<file path="src/rtl/mpp_pkg.sv">
// Shared definitions for the mpp core and its program-memory responder.
package mpp_pkg;

    localparam int unsigned MPP_ADDR_W = 16;
    localparam int unsigned MPP_DATA_W = 8;

    localparam logic [MPP_DATA_W-1:0] MPP_OP_NOP = 8'h00;

    // Bit of the core's out_signals that drives the (inverted) program chip-select.
    localparam int unsigned MPP_SIG_PROG_CS = 1;

    typedef enum logic [1:0] {
        S_IDLE,
        S_WAIT,
        S_DRIVE
    } mpp_state_e;

    function automatic logic addr_in_range(input logic [MPP_ADDR_W-1:0] addr,
                                           input int unsigned depth);
        return 32'(addr) < depth;
    endfunction

endpackage

</file>
<file path="src/rtl/mpp_prog_mem_if.sv">
// Instruction-fetch and load-port signals between the mpp core side and program memory.
interface mpp_prog_mem_if
    import mpp_pkg::*;
#(
    parameter int unsigned ADDR_W = MPP_ADDR_W,
    parameter int unsigned DATA_W = MPP_DATA_W
) ();

    logic              prog_cs_n;
    logic [ADDR_W-1:0] prog_addr;
    logic [DATA_W-1:0] instruction;
    logic              instr_valid;
    logic              load_we;
    logic [ADDR_W-1:0] load_addr;
    logic [DATA_W-1:0] load_data;
    logic              load_ready;
    logic              addr_err;

    modport master (
        output prog_cs_n, prog_addr, load_we, load_addr, load_data,
        input  instruction, instr_valid, load_ready, addr_err
    );

    modport slave (
        input  prog_cs_n, prog_addr, load_we, load_addr, load_data,
        output instruction, instr_valid, load_ready, addr_err
    );

endinterface

</file>
<file path="src/rtl/mpp_prog_ram.sv">
// Single-port synchronous RAM with a registered read that holds until the next read.
module mpp_prog_ram #(
    parameter int unsigned DEPTH  = 256,
    parameter int unsigned DATA_W = 8,
    parameter int unsigned AddrW  = $clog2(DEPTH)
) (
    input  logic              clk_i,
    input  logic              we_i,
    input  logic              re_i,
    input  logic [AddrW-1:0]  addr_i,
    input  logic [DATA_W-1:0] wdata_i,
    output logic [DATA_W-1:0] rdata_o
);

    logic [DATA_W-1:0] mem_q [DEPTH];
    logic [DATA_W-1:0] rdata_q;

    always_ff @(posedge clk_i) begin
        if (we_i) begin
            mem_q[addr_i] <= wdata_i;
        end
        if (re_i) begin
            rdata_q <= mem_q[addr_i];
        end
    end

    assign rdata_o = rdata_q;

endmodule

</file>
<file path="src/rtl/mpp_prog_mem.sv">
// Wait-stated program memory answering one opcode byte per chip-select assertion from the core,
// with a side-band load port that may write only while no fetch is in flight.
module mpp_prog_mem
    import mpp_pkg::*;
#(
    parameter int unsigned ADDR_W      = MPP_ADDR_W,
    parameter int unsigned DATA_W      = MPP_DATA_W,
    parameter int unsigned DEPTH       = 256,
    parameter int unsigned WAIT_STATES = 1
) (
    input logic           clk,
    input logic           rst_n,
    mpp_prog_mem_if.slave bus
);

    localparam int unsigned RamAw = $clog2(DEPTH);

    mpp_state_e        state_q, state_d;
    logic [3:0]        cnt_q, cnt_d;
    logic              cs_q;
    logic [ADDR_W-1:0] addr_q, addr_d;
    logic [DATA_W-1:0] instr_q, instr_d;
    logic              valid_q, valid_d;
    logic              err_q, err_d;
    logic              ready_en_q;

    logic              accept;
    logic              load_ready;
    logic              load_fire;
    logic              load_ok;
    logic              ram_we;
    logic [RamAw-1:0]  ram_addr;
    logic [DATA_W-1:0] ram_rdata;

    // Only a high-to-low chip-select transition starts a fetch.
    assign accept     = (state_q == S_IDLE) && cs_q && !bus.prog_cs_n;
    assign load_ready = ready_en_q && (state_q == S_IDLE) && !accept;
    assign load_fire  = bus.load_we && load_ready;
    assign load_ok    = addr_in_range(bus.load_addr, DEPTH);
    assign ram_we     = load_fire && load_ok;
    assign ram_addr   = accept ? bus.prog_addr[RamAw-1:0] : bus.load_addr[RamAw-1:0];

    mpp_prog_ram #(
        .DEPTH  (DEPTH),
        .DATA_W (DATA_W),
        .AddrW  (RamAw)
    ) u_ram (
        .clk_i   (clk),
        .we_i    (ram_we),
        .re_i    (accept),
        .addr_i  (ram_addr),
        .wdata_i (bus.load_data),
        .rdata_o (ram_rdata)
    );

    always_comb begin
        state_d = state_q;
        cnt_d   = cnt_q;
        addr_d  = addr_q;
        instr_d = instr_q;
        valid_d = 1'b0;
        err_d   = err_q | (load_fire & ~load_ok);

        case (state_q)
            S_IDLE: begin
                if (accept) begin
                    addr_d  = bus.prog_addr;
                    cnt_d   = '0;
                    state_d = (WAIT_STATES == 0) ? S_DRIVE : S_WAIT;
                end
            end
            S_WAIT: begin
                if (bus.prog_cs_n) begin
                    state_d = S_IDLE;
                end else begin
                    cnt_d = cnt_q + 4'd1;
                    if (cnt_d == 4'(WAIT_STATES)) begin
                        state_d = S_DRIVE;
                    end
                end
            end
            S_DRIVE: begin
                valid_d = 1'b1;
                state_d = S_IDLE;
                if (addr_in_range(addr_q, DEPTH)) begin
                    instr_d = ram_rdata;
                end else begin
                    instr_d = DATA_W'(MPP_OP_NOP);
                    err_d   = 1'b1;
                end
            end
            default: state_d = S_IDLE;
        endcase
    end

    always_ff @(posedge clk) begin
        if (!rst_n) begin
            state_q    <= S_IDLE;
            cnt_q      <= '0;
            cs_q       <= 1'b1;
            addr_q     <= '0;
            instr_q    <= DATA_W'(MPP_OP_NOP);
            valid_q    <= 1'b0;
            err_q      <= 1'b0;
            ready_en_q <= 1'b0;
        end else begin
            state_q    <= state_d;
            cnt_q      <= cnt_d;
            cs_q       <= bus.prog_cs_n;
            addr_q     <= addr_d;
            instr_q    <= instr_d;
            valid_q    <= valid_d;
            err_q      <= err_d;
            ready_en_q <= 1'b1;
        end
    end

    assign bus.instruction = instr_q;
    assign bus.instr_valid = valid_q;
    assign bus.load_ready  = load_ready;
    assign bus.addr_err    = err_q;

endmodule

</file>
<file path="src/flat_wrapper.sv">
// flat-port wrapper written by rule: the top's interface ports become plain ports
module mpp_prog_mem_flat import mpp_pkg::*;
#(
    parameter int unsigned ADDR_W      = MPP_ADDR_W,
    parameter int unsigned DATA_W      = MPP_DATA_W,
    parameter int unsigned DEPTH       = 256,
    parameter int unsigned WAIT_STATES = 1
)
  (clk, rst_n, bus_prog_cs_n, bus_prog_addr, bus_load_we, bus_load_addr, bus_load_data, bus_instruction, bus_instr_valid, bus_load_ready, bus_addr_err);
  mpp_prog_mem_if #(.ADDR_W(ADDR_W), .DATA_W(DATA_W)) bus_i ();
  input logic clk;
  input logic rst_n;
  input wire logic [$bits(bus_i.prog_cs_n)-1:0] bus_prog_cs_n;
  input wire logic [$bits(bus_i.prog_addr)-1:0] bus_prog_addr;
  input wire logic [$bits(bus_i.load_we)-1:0] bus_load_we;
  input wire logic [$bits(bus_i.load_addr)-1:0] bus_load_addr;
  input wire logic [$bits(bus_i.load_data)-1:0] bus_load_data;
  output wire logic [$bits(bus_i.instruction)-1:0] bus_instruction;
  output wire logic [$bits(bus_i.instr_valid)-1:0] bus_instr_valid;
  output wire logic [$bits(bus_i.load_ready)-1:0] bus_load_ready;
  output wire logic [$bits(bus_i.addr_err)-1:0] bus_addr_err;
  assign bus_i.prog_cs_n = bus_prog_cs_n;
  assign bus_i.prog_addr = bus_prog_addr;
  assign bus_i.load_we = bus_load_we;
  assign bus_i.load_addr = bus_load_addr;
  assign bus_i.load_data = bus_load_data;
  assign bus_instruction = bus_i.instruction;
  assign bus_instr_valid = bus_i.instr_valid;
  assign bus_load_ready = bus_i.load_ready;
  assign bus_addr_err = bus_i.addr_err;
  mpp_prog_mem #(.ADDR_W(ADDR_W), .DATA_W(DATA_W), .DEPTH(DEPTH), .WAIT_STATES(WAIT_STATES)) u_core (.clk(clk), .rst_n(rst_n), .bus(bus_i));
endmodule
</file>
<file path="config.mk">
export PLATFORM = sky130hd
export DESIGN_NAME = mpp_prog_mem_flat
export DESIGN_NICKNAME = d
export VERILOG_FILES = /design/src/rtl/mpp_pkg.sv /design/src/rtl/mpp_prog_mem_if.sv /design/src/rtl/mpp_prog_ram.sv /design/src/rtl/mpp_prog_mem.sv /design/src/flat_wrapper.sv
export SDC_FILE = /design/constraint.sdc
export NUM_CORES = 2
export LEC_CHECK = 0
export CORE_MARGIN = 2
export CORE_UTILIZATION = 55
export CTS_BUF_LIST = sky130_fd_sc_hd__clkbuf_4 sky130_fd_sc_hd__clkbuf_8
export DETAILED_ROUTE_END_ITERATION = 12
export PLACE_DENSITY = 0.72
export SETUP_SLACK_MARGIN = 0.4
export SYNTH_ARGS = -nofsm -noshare
export SYNTH_HDL_FRONTEND = slang
export SYNTH_HIERARCHICAL = 1
export SYNTH_SLANG_ARGS = --single-unit
</file>
<file path="constraint.sdc">
create_clock -name clk -period 6 [get_ports clk]
set_input_delay 0.9 -clock clk [delete_from_list [all_inputs] [get_ports clk]]
set_output_delay 0.9 -clock clk [all_outputs]
set_load 0.02 [all_outputs]
</file>
==> flow_metrics.env <==
export IMPL_status="completed"
export IMPL_grt_max_degree=176
export IMPL_max_freq_mhz=198
export IMPL_cts_made_buffers=334
export IMPL_clk_latency_ns=1.00
export IMPL_min_period_over_period_pct=84.1
export IMPL_cp_arrival_ns=5.74
export IMPL_end_kind="register"
export IMPL_drc_errors=0
export IMPL_post_cts_buffers=0
export IMPL_tightest_slew_ns=1.27
export IMPL_gp_congestion=0.838
export IMPL_grt_pass1_vias=39500
export IMPL_synth_common_cells="edfxtp_1 (2,056), mux4_2 (512), a22oi_1 (257)"
export IMPL_place_ws_ns=-0.146
export IMPL_nets=4067
export IMPL_cap_violations=0
export IMPL_routed_wl_um=188000
export IMPL_synth_top_cell_by_area="edfxtp_1"
export IMPL_syn_to_final_growth_pct=12.0
export IMPL_drt_pass1_iter_count=6
export IMPL_rsz0062_at_grt="false"
export IMPL_setup_tns_ns=0
export IMPL_cts_hold_buffers=0
export IMPL_ys_async_sr_fraction_pct=0
export IMPL_postSynthAreaPerCell_um2=21.5
export IMPL_min_period_ns=5.05
export IMPL_chipHeight_um=385
export IMPL_worstPathRequired_ns=6.70
export IMPL_synth_flop_cell="edfxtp_1"
export IMPL_worst_setup_path_type="in -> reg"
export IMPL_p_per_area_nw_per_um2=332
export IMPL_ir_drop_mv=0.218
export IMPL_grt_usage_pct=25.6
export IMPL_grt_pass1_wl_um=272000
export IMPL_synth_seq_cells=2082
export IMPL_initial_utilization_pct=55.5
export IMPL_synthTopCellsByArea="edfxtp_1 (77%), mux4_2 (14%), a22oi_1 (2.4%)"
export IMPL_netlist_instances=3706
export IMPL_io_pins=55
export IMPL_dieArea_um2=148000
export IMPL_clockBufferDepth=4
export IMPL_antenna_found_initial=9
export IMPL_drive_gt1_share_pct=28.5
export IMPL_synth_warning_count=6
export IMPL_drtIter0Drc=5032
export IMPL_syn_nets=3752
export IMPL_setup_viol=0
export IMPL_timing_final_ws_setup_ns=0.953
export IMPL_h_tree_depth=5
export IMPL_cts_sinks=2082
export IMPL_vias=40000
export IMPL_path_clk_slew_ns=0.06
export IMPL_drtAntennaViolNets=0
export IMPL_yosysTopAreaCellShare_pct=77.3
export IMPL_core_area_um2=144000
export IMPL_clock_skew_final_ns=0.0781
export IMPL_die_w_um=385
export IMPL_slew_violations=0
export IMPL_synth_area_um2=79800
export IMPL_cts_tree="done"
export IMPL_hold_viol_final=0
export IMPL_power_leakage_nw=27.4
export IMPL_synthMostInstantiatedCell="edfxtp_1"
export IMPL_hp_class="reg -> reg"
export IMPL_fp_row_count=139
export IMPL_gr_total_overflow=0
export IMPL_port_buffers=54
export IMPL_post_cts_resized=0
export IMPL_worstSetupStartpointType="input port"
export IMPL_hpwl_um=110000
export IMPL_relSlewSlack_pct=14.2
export IMPL_path_max_fanout=26
export IMPL_dp_cells=5588
export IMPL_finalNonFillerCells=6149
export IMPL_synth_distinct_cells=42
export IMPL_wire_per_inst_um=30.6
export IMPL_cts_root_buf="clkbuf_8"
export IMPL_synth_edff_count=2056
export IMPL_via_per_inst=6.50
export IMPL_seq_area_frac_synth_pct=78.0
-- flip-flops by register name (all words and copies together) (netlist names) --
| register | flops |
|---|---|
| u_core/u_ram/rdata_o | 8 |
| u_core/ready_en_q | 1 |
| u_core/bus.addr_err | 1 |
| u_core/addr_q | 8 |
| u_core/bus.instruction | 8 |
| u_core/u_ram/mem_q | 2048 |
| u_core/cnt_q | 4 |
| u_core/bus.instr_valid | 1 |
| u_core/state_q | 2 |
| u_core/cs_q | 1 |
-- metal layers --
| metal | vias up | wire (µm) | track usage (%) | part of all wire, % |
|---|---|---|---|---|
| met1 | 20900 | 72900 | 37.1 | 39 |
| met2 | 2375 | 89900 | 39.1 | 48 |
| met4 | 8 | 5420 | 8.67 | 2.9 |
| met5 | - | 54 | 0 | 0.029 |
| met3 | 356 | 19600 | 5.91 | 10 |
| li1 | 16300 | - | - | - |
-- layout make-up --
type                       instances  area, µm²
antenna                            3       7.51
clock buffer                     464       5640
clock inverter                    94        508
fill                            9602      54500
inverter                           4       17.5
multi-input combinational       1382      16500
sequential                      2082      62300
tap                             1903       2380
timing repair buffer             217       2080
-- cell usage in the layout, fill, tap and decap left out, drive strengths merged, types with 2 or more instances in the layout --
master and instances:
edfxtp 2056, mux4 512, clkbuf 472, a22oi 257
nor2 240, buf 163, a21oi 143, nand2 90
clkinv 85, clkdlybuf4s50 46, o41ai 32, nor3 30
dfxtp 26, nand3 14, nand2b 11, nor2b 10
nand4 9, a21boi 8, and2 6, inv 5
clkinvlp 4, bufinv 4, diode 3, and3 2
nor4 2, or4 2, ha 2, or2 2
o21ai 2, nor3b 2
-- critical path, stage by stage --
cell             delay [ns]
clkdlybuf4s50_1        0.46
nand2b_1               0.19
nand2b_1               0.25
inv_4                  0.36
nand2_1                0.17
nand2_4                0.34
buf_12                 0.27
buf_12                 0.24
mux4_2                 0.51
a22oi_1                0.33
a21oi_1                0.20
o41ai_1                1.11
buf_4                  0.25
nand4_1                0.09
-- cell families after synthesis --
group	Yosys count	synth area share (%)
AOI/OAI and AO/OA	446	3.84
DFF	2082	78.0
buffers and inverters	242	1.45
adders and majority gates	2	0.0313
muxes	512	14.4
and+or+nand+nor	422	2.24
-- where the power goes --
group / switching (W) / internal [W] / total, W
combinational: 0.00136 / 0.000863 / 0.00223
sequential: 0.00000986 / 0.0160 / 0.0160
clock: 0.00521 / 0.00619 / 0.0114
-- final timing paths --
check / start / to / slack, ns / depth (start not counted)
hold reg to reg: u_core/addr_q[14]$_SDFFE_PN0P_ / u_core/addr_q[14]$_SDFFE_PN0P_ / 0.45 / 2
setup reg to reg: u_core/state_q[1]$_SDFFE_PN0P_ / u_core/u_ram/rdata_o[1]$_DFFE_PP_ / 1.05 / 13
hold / removal: u_core/addr_q[14]$_SDFFE_PN0P_ / u_core/addr_q[14]$_SDFFE_PN0P_ / 0.45 / 2
setup / recovery: bus_prog_cs_n / u_core/u_ram/rdata_o[1]$_DFFE_PP_ / 0.95 / 14
-- per-stage QoR --
| step | util (%) | hold WS, ns | total power (W) | cell area [µm²] |
|---|---|---|---|---|
| after CTS | 62.1 | 0.351 | 0.0298 | 89400 |
| after global placement | 57.8 | 0.441 | 0.0185 | 83200 |
| after detailed placement | 57.8 | 0.445 | 0.0185 | 83200 |
| after floorplan | - | 0.434 | 0.0176 | 79800 |
| after global routing | 62.1 | 0.395 | 0.0305 | 89400 |
| final | 62.1 | 0.452 | 0.0296 | 89400 |
Power figures use the tool's default switching activity.
